**config.mk**
```make
export PLATFORM = sky130hd
export DESIGN_NAME = zx_io_strobe_gen
export DESIGN_NICKNAME = d
export VERILOG_FILES = /design/src/rtl/zx_io_strobe_gen.sv
export SDC_FILE = /design/constraint.sdc
export NUM_CORES = 1
export LEC_CHECK = 0
export ABC_AREA = 1
export ABC_CLOCK_PERIOD_IN_PS = 1500
export CAP_MARGIN = 20
export CORE_MARGIN = 8
export CORE_UTILIZATION = 40
export DETAILED_ROUTE_END_ITERATION = 10
export PLACE_DENSITY = 0.68
export SYNTH_ARGS = -nofsm -noshare
export SYNTH_HDL_FRONTEND = slang
export SYNTH_SLANG_ARGS = --single-unit
export TNS_END_PERCENT = 30
```
**constraint.sdc**
```tcl
create_clock -name clk -period 1.5 [get_ports clk]
set_clock_uncertainty 0.05 [all_clocks]
set_input_delay 0.15 -clock clk [delete_from_list [all_inputs] [get_ports clk]]
set_output_delay 0.15 -clock clk [all_outputs]
set_load 0.02 [all_outputs]
```
**src/rtl/zx_io_strobe_gen.sv**
```systemverilog
// zx_io_strobe_gen: turns raw, asynchronous Z80 I/O port accesses into a
// clean, fixed-length active-low bank-advance strobe (page_up_n).
// Raw bus signals are synchronized and must stay qualified for FILTER_LEN
// cycles before they count. Each accepted access fires one strobe of
// STROBE_LEN cycles. Strobes never overlap: an access that arrives while a
// strobe is still running is reported on drop_p and otherwise ignored.
module zx_io_strobe_gen #(
  parameter int unsigned FILTER_LEN = 3,
  parameter int unsigned STROBE_LEN = 4
) (
  input  logic       clk,
  input  logic       reset_n,
  input  logic       iorq_n,
  input  logic       m1_n,
  input  logic       rd_n,
  input  logic       wr_n,
  input  logic       A7,
  output logic       page_up_n,
  output logic       page_up_p,
  output logic       io_active,
  output logic [7:0] access_cnt,
  output logic       glitch_p,
  output logic       drop_p
);

  localparam logic [3:0] FILT_C = 4'(FILTER_LEN);
  localparam logic [3:0] STRB_C = 4'(STROBE_LEN);

  typedef enum logic [1:0] {
    ST_IDLE = 2'd0,
    ST_QUAL = 2'd1,
    ST_FIRE = 2'd2,
    ST_HOLD = 2'd3
  } state_t;

  // Synchronizer stages, bit order {iorq_n, m1_n, rd_n, wr_n, A7}
  logic [4:0] sync1_d, sync1_q;
  logic [4:0] sync2_d, sync2_q;

  state_t     state_d, state_q;
  logic [3:0] fcnt_d, fcnt_q;
  logic [3:0] scnt_d, scnt_q;
  logic [7:0] access_cnt_d, access_cnt_q;
  logic       page_up_n_d, page_up_n_q;
  logic       page_up_p_d, page_up_p_q;
  logic       io_active_d, io_active_q;
  logic       glitch_p_d, glitch_p_q;
  logic       drop_p_d, drop_p_q;

  logic iorq_s, m1_s, rd_s, wr_s, a7_s;
  logic qual_s;
  logic fire_s;

  // Synchronizer next values: first stage samples the raw pins
  always_comb begin
    sync1_d = {iorq_n, m1_n, rd_n, wr_n, A7};
    sync2_d = sync1_q;
  end

  // Decode the synchronized bus; interrupt acknowledge (m1 low) never qualifies
  always_comb begin
    {iorq_s, m1_s, rd_s, wr_s, a7_s} = sync2_q;
    qual_s = (~iorq_s) & m1_s & (~a7_s) & ((~rd_s) | (~wr_s));
  end

  // Next-state logic: filter the access, fire once, then wait for it to end
  always_comb begin
    state_d     = state_q;
    fcnt_d      = fcnt_q;
    glitch_p_d  = 1'b0;
    drop_p_d    = 1'b0;
    case (state_q)
      ST_IDLE: begin
        if (qual_s) begin
          if (scnt_q != 4'd0) begin
            // A strobe is still running: report and sit out this access
            drop_p_d = 1'b1;
            state_d  = ST_HOLD;
            fcnt_d   = 4'd0;
          end else if (FILT_C == 4'd1) begin
            state_d = ST_FIRE;
            fcnt_d  = 4'd0;
          end else begin
            state_d = ST_QUAL;
            fcnt_d  = 4'd1;
          end
        end else begin
          fcnt_d = 4'd0;
        end
      end
      ST_QUAL: begin
        if (qual_s) begin
          fcnt_d = fcnt_q + 4'd1;
          if ((fcnt_q + 4'd1) == FILT_C) begin
            state_d = ST_FIRE;
          end else begin
            state_d = ST_QUAL;
          end
        end else begin
          // Access vanished before the filter completed
          glitch_p_d = 1'b1;
          state_d    = ST_IDLE;
          fcnt_d     = 4'd0;
        end
      end
      ST_FIRE: begin
        state_d = ST_HOLD;
        fcnt_d  = 4'd0;
      end
      ST_HOLD: begin
        fcnt_d = 4'd0;
        if (!qual_s) begin
          state_d = ST_IDLE;
        end else begin
          state_d = ST_HOLD;
        end
      end
      default: begin
        state_d = ST_IDLE;
        fcnt_d  = 4'd0;
      end
    endcase
  end

  // Strobe counter, access counter and registered output values
  always_comb begin
    fire_s = (state_q == ST_FIRE);
    if (fire_s) begin
      scnt_d = STRB_C;
    end else if (scnt_q != 4'd0) begin
      scnt_d = scnt_q - 4'd1;
    end else begin
      scnt_d = scnt_q;
    end
    if (fire_s && (access_cnt_q != 8'hFF)) begin
      access_cnt_d = access_cnt_q + 8'd1;
    end else begin
      access_cnt_d = access_cnt_q;
    end
    page_up_n_d = (scnt_d == 4'd0);
    page_up_p_d = (state_d == ST_FIRE);
    io_active_d = (state_d != ST_IDLE);
  end

  // All state flops; reset puts every output in its inactive level at once
  always_ff @(posedge clk or negedge reset_n) begin
    if (!reset_n) begin
      sync1_q      <= 5'b11111;
      sync2_q      <= 5'b11111;
      state_q      <= ST_IDLE;
      fcnt_q       <= 4'd0;
      scnt_q       <= 4'd0;
      access_cnt_q <= 8'd0;
      page_up_n_q  <= 1'b1;
      page_up_p_q  <= 1'b0;
      io_active_q  <= 1'b0;
      glitch_p_q   <= 1'b0;
      drop_p_q     <= 1'b0;
    end else begin
      sync1_q      <= sync1_d;
      sync2_q      <= sync2_d;
      state_q      <= state_d;
      fcnt_q       <= fcnt_d;
      scnt_q       <= scnt_d;
      access_cnt_q <= access_cnt_d;
      page_up_n_q  <= page_up_n_d;
      page_up_p_q  <= page_up_p_d;
      io_active_q  <= io_active_d;
      glitch_p_q   <= glitch_p_d;
      drop_p_q     <= drop_p_d;
    end
  end

  assign page_up_n  = page_up_n_q;
  assign page_up_p  = page_up_p_q;
  assign io_active  = io_active_q;
  assign access_cnt = access_cnt_q;
  assign glitch_p   = glitch_p_q;
  assign drop_p     = drop_p_q;

endmodule

```
==> impl_metrics.env, run 1 <==
export IMPL_layout_min_cycle_time_ns=1.396
export IMPL_critPathTopFamily="flip-flops"
export IMPL_syn_area_per_cell_um2=9.200
export IMPL_synthDistinctLibCells=21
export IMPL_maxCapViolCount=0
export IMPL_fin_tns_setup_ns=0
export IMPL_clock_sinks=33
export IMPL_num_rows=21
export IMPL_route_detailed_drc=0
export IMPL_grt_pass1_vias=1123
export IMPL_yosysTopAreaCell="dfrtp_1"
export IMPL_clock_root_buffer="clkbuf_4"
export IMPL_worstSetupStartpointType="flip-flop"
export IMPL_highest_layer="met4"
export IMPL_yosysWarnings=0
export IMPL_slowest_stage="dfstp_2"
export IMPL_critPathLaunch="page_up_n"
export IMPL_syn_num_nets=167
export IMPL_crit_fanout=1
export IMPL_die_area_mm2=0.005761
export IMPL_finalMaxSlewViolations=0
export IMPL_wl_met2_mm=1.361
export IMPL_clk_pin_slew_ns=0.11
export IMPL_globalplace_congestion=0.8480
export IMPL_synth_top_area_share_pct=38.36
export IMPL_overflow=0
export IMPL_final_layout_size_suffix_gt1_share_pct=18.18
export IMPL_tightest_slew_ns=0.2809
export IMPL_max_freq_mhz=716.4
export IMPL_p_per_area_mw_per_mm2=1310
export IMPL_syn_area_mm2=0.001435
export IMPL_clock_latency_ns=0.34
export IMPL_path_class="reg2out"
export IMPL_first_pass_iters=4
export IMPL_portBuffers=19
export IMPL_crit_path_max_incr_delay_ns=0.53
export IMPL_reg2reg_from="access_cnt[0]"
export IMPL_synth_area_leaders="dfrtp_1 38%, dfstp_2 20%, nand2_1 12%"
export IMPL_start_util_pct=42.34
export IMPL_relSlewSlack_pct=81.27
export IMPL_path_buf_inv=1
export IMPL_synthAdderAreaFrac_pct=3.487
export IMPL_yosys_area_share_simple_pct=26.24
export IMPL_core_area_mm2=0.003390
export IMPL_hold_buffers=0
export IMPL_synthMuxAreaShare_pct=0
export IMPL_io_pins=20
export IMPL_area_growth_pct=23.54
export IMPL_clockBufferDepth=2
export IMPL_synth_top_family_by_area="simple AND/OR/NAND/NOR gates"
export IMPL_synth_xor_area_share_pct=1.221
export IMPL_layout_cells_non_filler=233
export IMPL_track_usage_pct=10.42
export IMPL_worstPathCellList="dlygate4sd2_1"
export IMPL_synthesis_instances=156
export IMPL_grt_antenna_before_repair=0
export IMPL_p_leak_nw=0.9176
export IMPL_cts_tree="built"
export IMPL_drt_met1_wl_mm=1.177
export IMPL_grt_pass1_wl_mm=4.843
export IMPL_synth_edf_count=0
export IMPL_endpoint_kind="output port"
export IMPL_dr_total_vias=1094
export IMPL_drt_wl_total_mm=2.760
export IMPL_arrival_ns=1.20
export IMPL_rsz0062_at_grt="no"
export IMPL_vdd_drop_max_uv=633.9
export IMPL_drtIter0Drc=53
export IMPL_final_cell_mix="46 x nand2_1, 22 x dfrtp_1, 21 x inv_1"
export IMPL_critPathRequiredTime_ns=1.30
export IMPL_nets=197
export IMPL_synth_seq_cells=33
export IMPL_layout_commonest_cell="nand2_1"
export IMPL_hold_viol=0
export IMPL_wl_met3_um=157
export IMPL_hold_path_class="in2async"
export IMPL_holdWs_ns=0.1123
export IMPL_synth_compound_area_share_pct=3.836
export IMPL_vias_per_cell=4.695
export IMPL_die_h_um=75.90
export IMPL_period_share_pct=93.06
export IMPL_final_util_pct=52.31
export IMPL_diodes=0
export IMPL_status="complete, no violations"
export IMPL_setup_violations=0
export IMPL_grt_max_degree=34
export IMPL_die_w_um=75.90
export IMPL_dp_hpwl_mm=1.903
export IMPL_post_drt_wl_per_cell_um=11.85
export IMPL_dp_cells=222
export IMPL_cts_buffers=5
export IMPL_dominantRegCellSynth="dfrtp_1"
export IMPL_ys_seq_area_share_pct=58.50
export IMPL_antenna_left=0
export IMPL_htreeDepth=2
export IMPL_async_flop_share_pct=100.0
[path summary, 6_finish.rpt]
| path | end | slack, ns | depth (start not counted) |
|---|---|---|---|
| min in group clk | sync1_q[1] | 0.16 | 1 |
| worst max-delay path | page_up_n | 0.10 | 1 |
| worst min register to register | sync2_q[1] | 0.31 | 0 |
| worst max register to register | access_cnt[7] | 0.13 | 7 |
| max in group asynchronous | sync2_q[3] | 1.03 | 2 |
| worst min-delay path | drop_p | 0.11 | 2 |
[timing repair]
item                                    CTS  global route
pin swaps                                 0             1
endpoints found under the setup margin   12             6
resized for setup                        12             5
setup buffers                             0             3
hold endpoints to repair                  0             0
gates cloned                              0             0
[flip-flops by register name, indices dropped and copies added (netlist names)]
name	cells
access_cnt	8
drop_p	1
fcnt_q	4
glitch_p	1
io_active	1
page_up_n	1
page_up_p	1
scnt_q	4
state_q	2
sync1_q	5
sync2_q	5
[synthesized netlist by cell type, types with 3 or more instances]
library cell	count
dfstp_2	11
nand3_1	14
inv_1	22
o21ai_0	3
nand2_1	46
ha_1	4
nor2_1	15
nand4_1	3
dfrtp_1	22
[power by group]
group / switching (mW) / leakage [nW] / internal, mW / total, mW
clock network: 0.319 / 0.0310 / 0.177 / 0.495
logic: 0.433 / 0.478 / 0.267 / 0.700
registers: 0.0958 / 0.409 / 1.03 / 1.13
total: 0.848 / 0.918 / 1.48 / 2.32
[per-layer routing]
layer  GRT usage (%)  vias up
met3           4.835        6
met1           10.81      522
met4           6.863        0
li1                -      543
met2           16.54       23
met5               0        -
[layout make-up]
cell class	count	area [µm²]
fill	316	1617
sequential	33	839.6
multi-input combinational	98	504.2
timing repair buffer	23	220.2
inverter	25	96.34
tap	46	57.56
clock buffer	5	37.54
clock inverter	3	17.52
[cells by family (layout without fill, tap and decap cells)]
logic type                 Yosys count  after routing
and+or+nand+nor                     84             84
adders and majority gates            4              4
AOI/OAI and AO/OA                    8              8
DFF                                 33             33
xor gates and xnor gates             2              2
buffers and inverters               25             56
[per-stage QoR]
stage               total power, mW  setup slack [ns]  instance area (µm²)
floorplan                     1.580            0.1018                 1435
global placement              1.794            0.1623                 1703
detailed placement            1.824           0.08236                 1703
CTS                           2.305          0.001743                 1743
global route                  2.513           0.01888                 1773
finish                        2.323            0.1041                 1773
No activity file was read; power rests on OpenSTA's default activity.
==> inputs of run 2 (changes only) <==
ABC_CLOCK_PERIOD_IN_PS = 1600   (was 1500)
clock period = 1.6 ns   (was 1.5 ns; I/O delays follow)
==> run 2 against run 1 <==
  * Critical path type unchanged
  * Cell count decreased by 1.3%
  * Critical path depth unchanged
  * Via count unchanged
  * Routed wire length decreased by 5.1%
  * Non-clock buffer count decreased by 3
  * Sequential share of layout area increased by 0.30 points
  * Global-route usage decreased by 0.65 points
  * Clock-buffer cell count increased by 1
  * Design area decreased by 0.64%
  * Sequential cell count unchanged
  * Clock power increased by 20%
  * Die area unchanged
==> impl_metrics.env, run 2 (synthesized netlist as in run 1, its figures left out) <==
export IMPL_arrival_ns=1.27
export IMPL_layout_min_cycle_time_ns=1.476
export IMPL_path_buf_inv=1
export IMPL_die_h_um=75.90
export IMPL_drtIter0Drc=84
export IMPL_die_w_um=75.90
export IMPL_vdd_drop_max_uv=585.4
export IMPL_area_growth_pct=22.76
export IMPL_diodes=0
export IMPL_post_drt_wl_per_cell_um=11.38
export IMPL_dp_hpwl_mm=1.968
export IMPL_grt_antenna_before_repair=0
export IMPL_path_class="reg2out"
export IMPL_tightest_slew_ns=0.3960
export IMPL_nets=194
export IMPL_crit_path_max_incr_delay_ns=0.60
export IMPL_worstSetupStartpointType="flip-flop"
export IMPL_clock_latency_ns=0.33
export IMPL_period_share_pct=92.24
export IMPL_finalMaxSlewViolations=0
export IMPL_grt_max_degree=34
export IMPL_setup_violations=0
export IMPL_grt_pass1_vias=1131
export IMPL_overflow=0
export IMPL_slowest_stage="clkdlybuf4s50_1"
export IMPL_endpoint_kind="output port"
export IMPL_max_freq_mhz=677.6
export IMPL_cts_tree="built"
export IMPL_num_rows=21
export IMPL_critPathRequiredTime_ns=1.39
export IMPL_htreeDepth=2
export IMPL_rsz0062_at_grt="no"
export IMPL_io_pins=20
export IMPL_start_util_pct=42.34
export IMPL_p_leak_nw=0.8881
export IMPL_fin_ws_ns=0.1242
export IMPL_hold_viol=0
export IMPL_crit_fanout=1
export IMPL_route_detailed_drc=0
export IMPL_globalplace_congestion=0.8537
export IMPL_cts_buffers=5
export IMPL_fillers=316
export IMPL_die_area_mm2=0.005761
export IMPL_clock_sinks=33
export IMPL_clock_root_buffer="clkbuf_4"
export IMPL_dr_total_vias=1094
export IMPL_antenna_left=0
export IMPL_layout_commonest_cell="nand2_1"
export IMPL_fin_tns_setup_ns=0
export IMPL_track_usage_pct=9.772
export IMPL_drt_wl_total_mm=2.618
export IMPL_status="complete, no violations"
export IMPL_grt_pass1_wl_mm=4.636
export IMPL_p_per_area_mw_per_mm2=1293
export IMPL_relSlewSlack_pct=73.60
export IMPL_final_layout_size_suffix_gt1_share_pct=15.22
export IMPL_portBuffers=19
export IMPL_worstPathCellList="clkdlybuf4s50_1"
export IMPL_maxCapViolCount=0
export IMPL_hold_path_class="in2async"
export IMPL_core_area_mm2=0.003390
export IMPL_first_pass_iters=5
export IMPL_clk_pin_slew_ns=0.10
export IMPL_largest_register_ffs=8
export IMPL_clockBufferDepth=2
export IMPL_final_cell_mix="46 x nand2_1, 22 x inv_1, 22 x dfrtp_1"
export IMPL_dpl_worst_slack_ns=0.1665
export IMPL_vias_per_cell=4.757
export IMPL_hold_buffers=0
export IMPL_critPathTopFamily="buffers and inverters"
[run 2: path summary, 6_finish.rpt]
kind,from,to,slack (ns),cells past startpoint
max,io_active,io_active,0.12,1
min,reset_n,page_up_p,0.17,2
max reg2reg,access_cnt[0],access_cnt[5],0.17,7
min reg2reg,sync1_q[4],sync2_q[4],0.30,0
max in group asynchronous,reset_n,sync2_q[2],1.00,2
min in group clk,wr_n,sync1_q[1],0.19,1
[run 2: repair_timing]
| item | in CTS | in global routing |
|---|---|---|
| endpoints found under the setup margin | 8 | 2 |
| setup buffers | 0 | 0 |
| gates resized for setup | 8 | 2 |
[run 2: stage by stage]
stage          area [µm²]  std cells  util [%]  total power, mW  hold WS, ns
6_report             1762        230     51.97            2.277       0.1660
5_1_grt              1762        230     51.97            2.456       0.1547
4_1_cts              1757        230     51.83            2.304       0.1578
3_5_place_dp         1690        222     49.87            1.708       0.2976
3_3_place_gp         1690        222     49.87            1.676       0.2965
2_1_floorplan        1435        156         -            1.481      -0.1856
[run 2: cell type report]
| type | count | area [µm²] | area share [%] |
|---|---|---|---|
| sequential | 33 | 839.6 | 47.66 |
| clock buffer | 6 | 41.29 | 2.344 |
| multi-input combinational | 98 | 501.7 | 28.48 |
| tap | 46 | 57.56 | 3.267 |
| inverter | 25 | 96.34 | 5.469 |
| timing repair buffer | 20 | 190.2 | 10.80 |
| clock inverter | 2 | 35.03 | 1.989 |
[run 2: report_power, final]
group          switching, mW  internal (mW)  leakage, nW  total, mW
clock                  0.265          0.327       0.0422      0.592
sequential            0.0900          0.967        0.409       1.06
combinational          0.395          0.232        0.437      0.628
[run 2: metal layers]
layer | vias to the layer above | share of wire, % | wire [µm] | track usage, %
met1 | 519 | 42 | 1107 | 9.524
li1 | 541 | - | - | -
met3 | 8 | 6.2 | 162 | 5.071
met5 | - | 0 | 0 | 0
met4 | 0 | 2.4 | 64 | 5.882
met2 | 26 | 49 | 1283 | 16.11
